===== src/rtl/ring_allocator_pkg.sv =====
// Shared configuration for the ring allocator: default buffer geometry and helper types.
package ring_allocator_pkg;
  localparam int LOCAL_ADDR_BW0 = 4;
  localparam int N_ICFG = 4;

  typedef logic [LOCAL_ADDR_BW0-1:0] laddr_t;
  typedef logic [LOCAL_ADDR_BW0:0]   lsize_t;

  // Index width for n items, never narrower than one bit.
  function automatic int idx_bw(input int n);
    return (n > 1) ? $clog2(n) : 1;
  endfunction
endpackage


===== src/rtl/rr_arbiter.sv =====
// Round-robin arbiter: highest priority starts at the port after the last granted one.
import ring_allocator_pkg::*;

module rr_arbiter #(
  parameter int N  = 2,
  parameter int IW = idx_bw(N)
) (
  input  logic          clk,
  input  logic          rst,
  input  logic [N-1:0]  req,
  input  logic          adv,
  output logic [N-1:0]  gnt,
  output logic [IW-1:0] gnt_idx,
  output logic          gnt_vld
);

  logic [IW-1:0] ptr_q, ptr_d;
  logic [N-1:0]  lo_mask;
  logic [N-1:0]  hi_req;
  logic [N-1:0]  pick;
  logic [N-1:0]  onehot;

  always_comb begin
    lo_mask = (N'(1) << ptr_q) - N'(1);
    hi_req  = req & ~lo_mask;
    // Requests at or above the pointer win; otherwise wrap to the lowest request.
    pick    = (hi_req != '0) ? hi_req : req;
    onehot  = pick & (~pick + N'(1));
    gnt_idx = '0;
    for (int k = 0; k < N; k++) begin
      if (onehot[k]) gnt_idx = IW'(k);
    end
    gnt_vld = adv && (req != '0);
    gnt     = gnt_vld ? onehot : '0;
    ptr_d   = ptr_q;
    if (gnt_vld) ptr_d = (gnt_idx == IW'(N - 1)) ? '0 : gnt_idx + IW'(1);
  end

  always_ff @(posedge clk or posedge rst) begin
    if (rst) ptr_q <= '0;
    else     ptr_q <= ptr_d;
  end

endmodule


===== src/rtl/ring_allocator.sv =====
// Circular region allocator for a 2^LBW-word local buffer; N_PORT requesters, FIFO release,
// single-entry result slot with rdy/ack handshake.
import ring_allocator_pkg::*;

module ring_allocator #(
  parameter int LBW     = LOCAL_ADDR_BW0,
  parameter int N_ICFG  = ring_allocator_pkg::N_ICFG,
  parameter int N_PORT  = 2,
  parameter int ICFG_BW = $clog2(N_ICFG + 1),
  parameter int PBW     = idx_bw(N_PORT)
) (
  input  logic                        i_clk,
  input  logic                        i_rst,
  input  logic [N_ICFG*(LBW+1)-1:0]   i_sizes,
  input  logic [N_PORT-1:0]           alloc_rdy,
  output logic [N_PORT-1:0]           alloc_ack,
  input  logic [N_PORT*ICFG_BW-1:0]   i_alloc_id,
  output logic                        linear_rdy,
  input  logic                        linear_ack,
  output logic [LBW-1:0]              o_linear,
  output logic [ICFG_BW-1:0]          o_linear_id,
  output logic [PBW-1:0]              o_linear_port,
  input  logic                        free_dval,
  input  logic [ICFG_BW-1:0]          i_free_id,
  input  logic                        blkdone_dval,
  output logic [LBW:0]                o_used,
  output logic                        o_err
);

  localparam logic [LBW:0] CAP = {1'b1, {LBW{1'b0}}};

  logic [LBW:0]         size_tab [N_ICFG];
  logic [ICFG_BW-1:0]   port_id  [N_PORT];
  logic [LBW:0]         port_size[N_PORT];
  logic [N_PORT-1:0]    eligible;
  logic [LBW:0]         avail;
  logic [LBW:0]         fsize;

  logic [N_PORT-1:0]    gnt;
  logic [PBW-1:0]       gnt_idx;
  logic                 gnt_vld;
  logic                 slot_free;

  logic [LBW-1:0]       head_q, head_d;
  logic [LBW:0]         used_q, used_d;
  logic                 err_q, err_d;
  logic                 rdy_q, rdy_d;
  logic [LBW-1:0]       linear_q, linear_d;
  logic [ICFG_BW-1:0]   lid_q, lid_d;
  logic [PBW-1:0]       lport_q, lport_d;
  logic [LBW:0]         asize;
  logic [LBW:0]         used_sum;

  genvar gi;
  generate
    for (gi = 0; gi < N_ICFG; gi++) begin : g_size
      assign size_tab[gi] = i_sizes[gi*(LBW+1) +: (LBW+1)];
    end
    for (gi = 0; gi < N_PORT; gi++) begin : g_id
      assign port_id[gi] = i_alloc_id[gi*ICFG_BW +: ICFG_BW];
    end
  endgenerate

  // Ids outside the size table map to a zero-sized region.
  always_comb begin
    avail = CAP - used_q;
    fsize = '0;
    for (int k = 0; k < N_ICFG; k++) begin
      if (i_free_id == ICFG_BW'(k)) fsize = size_tab[k];
    end
    for (int p = 0; p < N_PORT; p++) begin
      port_size[p] = '0;
      for (int k = 0; k < N_ICFG; k++) begin
        if (port_id[p] == ICFG_BW'(k)) port_size[p] = size_tab[k];
      end
      eligible[p] = alloc_rdy[p] && (avail >= port_size[p]);
    end
  end

  assign slot_free = !rdy_q || linear_ack;

  rr_arbiter #(.N(N_PORT), .IW(PBW)) u_arb (
    .clk     (i_clk),
    .rst     (i_rst),
    .req     (eligible),
    .adv     (slot_free),
    .gnt     (gnt),
    .gnt_idx (gnt_idx),
    .gnt_vld (gnt_vld)
  );

  always_comb begin
    head_d   = head_q;
    err_d    = err_q;
    rdy_d    = rdy_q;
    linear_d = linear_q;
    lid_d    = lid_q;
    lport_d  = lport_q;
    asize    = gnt_vld ? port_size[gnt_idx] : '0;
    used_sum = used_q + asize;
    used_d   = used_sum;

    if (gnt_vld) begin
      head_d   = head_q + asize[LBW-1:0];
      rdy_d    = 1'b1;
      linear_d = head_q;
      lid_d    = port_id[gnt_idx];
      lport_d  = gnt_idx;
    end else if (linear_ack) begin
      rdy_d = 1'b0;
    end

    // Release more than is outstanding: flag it and clamp rather than wrap.
    if (free_dval) begin
      if (fsize > used_sum) begin
        err_d  = 1'b1;
        used_d = '0;
      end else begin
        used_d = used_sum - fsize;
      end
    end

    if (blkdone_dval) begin
      if ((used_q == '0) && !gnt_vld) head_d = '0;
      else                            err_d  = 1'b1;
    end
  end

  always_ff @(posedge i_clk or posedge i_rst) begin
    if (i_rst) begin
      head_q   <= '0;
      used_q   <= '0;
      err_q    <= 1'b0;
      rdy_q    <= 1'b0;
      linear_q <= '0;
      lid_q    <= '0;
      lport_q  <= '0;
    end else begin
      head_q   <= head_d;
      used_q   <= used_d;
      err_q    <= err_d;
      rdy_q    <= rdy_d;
      linear_q <= linear_d;
      lid_q    <= lid_d;
      lport_q  <= lport_d;
    end
  end

  assign alloc_ack     = gnt;
  assign linear_rdy    = rdy_q;
  assign o_linear      = linear_q;
  assign o_linear_id   = lid_q;
  assign o_linear_port = lport_q;
  assign o_used        = used_q;
  assign o_err         = err_q;

endmodule


===== config.mk =====
export PLATFORM = sky130hd
export DESIGN_NAME = ring_allocator
export DESIGN_NICKNAME = d
export VERILOG_FILES = /design/src/rtl/ring_allocator_pkg.sv /design/src/rtl/rr_arbiter.sv /design/src/rtl/ring_allocator.sv
export SDC_FILE = /design/constraint.sdc
export NUM_CORES = 1
export LEC_CHECK = 0
export CAP_MARGIN = 15
export CORE_MARGIN = 1.5
export CORE_UTILIZATION = 50
export CTS_CLUSTER_DIAMETER = 200
export DETAILED_ROUTE_END_ITERATION = 16
export PLACE_DENSITY = 0.79
export SYNTH_ARGS = -nofsm -noshare
export SYNTH_HDL_FRONTEND = slang
export SYNTH_SLANG_ARGS = --single-unit

===== constraint.sdc =====
create_clock -name i_clk -period 5.5 [get_ports i_clk]
set_input_delay 0.55 -clock i_clk [delete_from_list [all_inputs] [get_ports i_clk]]
set_output_delay 0.55 -clock i_clk [all_outputs]
set_load 0.03 [all_outputs]

==> flow_metrics.tcl <==
set metrics [dict create \
    yosys_warnings 0 \
    arrival_ns 5.43 \
    drt-pass1-iter-count 4 \
    placed_cells 315 \
    coreArea_mm2 0.00400 \
    clock-sinks 20 \
    drt_iter0_drc 111 \
    dieArea_mm2 0.00457 \
    worstPathRequired_ns 5.69 \
    r2r_start "o_used[0]" \
    cts-root-buf "clkbuf_8" \
    drive_gt1_share_pct 13.4 \
    syn2layout_area_growth_pct 32.5 \
    n_fill_cell 312 \
    power_frac_seq_pct 15.2 \
    dp_slack_ns -0.0666 \
    wl_per_cell_um 15.2 \
    place_area_mm2 0.00270 \
    vias_per_cell 5.67 \
    synth_cells 210 \
    rsz0062_at_grt "no" \
    final.period_utilization_pct 95.2 \
    p_total_w 0.00168 \
    final_common_cell "clkdlybuf4s50_1" \
    dp_hpwl_um 4150 \
    crit_fanout 5 \
    intPower_w 0.000862 \
    relSlewSlack_pct 49.5 \
    seq_area_um2 500 \
    finalNetCount 333 \
    cp-start-kind "input port" \
    die_w_um 67.6 \
    power_leakage_nw 1.25 \
    synth_edf_count 0 \
    pwr-share-clk_pct 6.4 \
    setup_viol 0 \
    most-common-layout-cells "clkdlybuf4s50_1 (52), nand2_1 (32), ha_1 (24), dfrtp_1 (20), mux4_2 (15)" \
    period_minus_slack_ns 5.24 \
    routed_wl_um 4850 \
    combPwrFrac_pct 78.4 \
    synth_fp_nets 273 \
    netSwitchingPower_w 0.000819 \
    reg2reg_to "o_err" \
    grt_start_max_net_pins 21 \
    maxCapViolCount 0 \
    htreeDepth 1 \
    num_io_pins 53 \
    globalplace.congestion 0.875 \
    vias 1810 \
    skew_ns 0.00278 \
    hp-class "flip-flop to flip-flop" \
    min_from "o_linear[3]" \
    yosysUniqueCellTypes 38 \
    ir_drop_mv 0.488 \
    grt_pass1_vias 1788 \
    tightest_slew_ns 0.757 \
    r2r_cells 23 \
    cts_buffer_depth 2 \
    ant_nets 0 \
    slew_viol_final 0 \
    fp-row-count 23 \
    place.port_buffers 52 \
    layout.cells.non_filler 319 \
    cts.clk_slew.worst_paths_ns 0.07 \
    switching_share_pct 48.7 \
    hold_path_depth 2 \
    reg2reg_slack_ns 0.72 \
    layout_setup_ws_ns 0.262 \
    antenna_found_initial 0 \
    whs_ns 0.472 \
    overflow 0 \
    drc_errors 0 \
    critical_path_class "input port to flip-flop" \
    cts_buffers 3 \
    cts_tree "yes" \
    worstSkewPairLatency_ns 0.25 \
    fmax_ghz 0.191 \
    grt_use_total_pct 22.6 \
    hold_violations 0 \
    yosys_most_used_dff "dfrtp_1" \
    ys_seq_elements 20 \
    initial_core_util_pct 52.1 \
    diodes 0 \
    whs_endpoint "o_linear[3]" \
    dieHeight_um 67.6 \
    design_area_mm2 0.00276 \
    avgSynthCellArea_um2 9.93 \
    power-per-cell-area_mw_per_mm2 609 \
    async_flop_share_pct 100 \
    end_kind "flip-flop" \
    synth_area_mm2 0.00209 \
    outcome "complete, no violations" \
    grt_pass1_wl_um 7840 \
    synth.yosys.seq_area_share_pct 24.0 \
    multi_input_area_mm2 0.00151 \
]
==> worst max path at each step <==
stage	slack, ns	start	cells after the start	end
final	0.26	i_alloc_id[0]	21	o_err
after global routing	0.006	i_alloc_id[0]	21	o_used[0]
after CTS	0.19	i_alloc_id[0]	21	o_err
after detailed placement	-0.07	i_alloc_id[0]	21	o_err
after global placement	0.05	i_alloc_id[0]	21	o_used[4]
after floorplan	0.61	i_alloc_id[0]	22	o_used[4]
==> metrics by stage <==
stage | TNS [ns] | utilization [%]
3_3_place_gp | 0 | 67.6
6_report | 0 | 69.1
5_1_grt | 0 | 69.1
3_5_place_dp | -0.254 | 67.6
4_1_cts | 0 | 69.0
2_1_floorplan | 0 | -
==> registers in the layout, indices dropped and copies added (netlist names) <==
signal	cells
head_q	4
linear_rdy	1
o_err	1
o_linear	4
o_linear_id	3
o_linear_port	1
o_used	5
u_arb.ptr_q	1
==> cells by family (layout without fill, tap and decap cells) <==
logic type | after synthesis | after routing | share of synthesized area, %
simple gates | 70 | 70 | 15.9
compound gates | 42 | 42 | 14.8
fa+ha+maj | 27 | 27 | 17.3
mux | 21 | 21 | 19.6
flops | 20 | 20 | 24.0
buf+inv | 19 | 78 | 3.90
xor+xnor | 11 | 11 | 4.62
==> critical path, cell delays in order <==
cell and delay [ns]:
clkdlybuf4s50_1 0.62, mux4_2 0.55, nand2b_1 0.12, ha_1 0.25
a21oi_1 0.26, o21ai_4 0.10, a41oi_4 0.22, o21a_1 0.18
mux2i_1 0.09, nor2_1 0.20, ha_1 0.21, inv_1 0.06
fa_1 0.54, inv_1 0.09, ha_1 0.29, a21o_1 0.18
a21o_1 0.21, a21o_1 0.21, a21oi_2 0.21, buf_4 0.16
a221o_1 0.14
==> synth_stat cells, types with 3 or more instances <==
cell      number  share of area (%)
nand2b_1      10                3.0
ha_1          24                 14
nand2_1       32                5.8
a21oi_1       12                2.9
a21o_1         9                3.2
nor2b_1        4                1.2
mux2i_1        4                1.9
o21ai_0        5                1.2
nor2_1        12                2.2
dfrtp_1       20                 24
nand3_1        4               0.96
xnor2_1        9                3.8
mux4_2        15                 16
inv_1         13                2.3
fa_1           3                2.9
==> routing by layer <==
metal  global-route usage, %  share of wire [%]
met1                    29.1                 42
met2                    39.2                 48
met3                    2.83                6.9
met4                    7.40                2.7
met5                       0                  0
==> timing repair <==
| action | CTS | global route |
|---|---|---|
| hold buffers | 0 | 0 |
| setup endpoints to repair | 0 | 4 |
| gates resized for setup | 0 | 1 |
| setup buffers | 0 | 0 |
==> area by class of cell <==
| class | instances | share of cell area (%) |
|---|---|---|
| Clock buffer | 4 | 1.99 |
| Inverter | 13 | 1.77 |
| Multi-Input combinational cell | 171 | 54.6 |
| Sequential cell | 20 | 18.1 |
| Tap cell | 50 | 2.26 |
| Timing Repair Buffer | 61 | 21.3 |
==> power by group through the flow <==
stage               registers (W)  clock network [W]  logic (W)
CTS                      0.000257           0.000113    0.00130
global placement         0.000256                  0    0.00125
floorplan                0.000329                  0   0.000845
detailed placement       0.000260                  0    0.00129
finish                   0.000255           0.000108    0.00132
global route             0.000264           0.000119    0.00144
(Power assumes the default switching activity.)
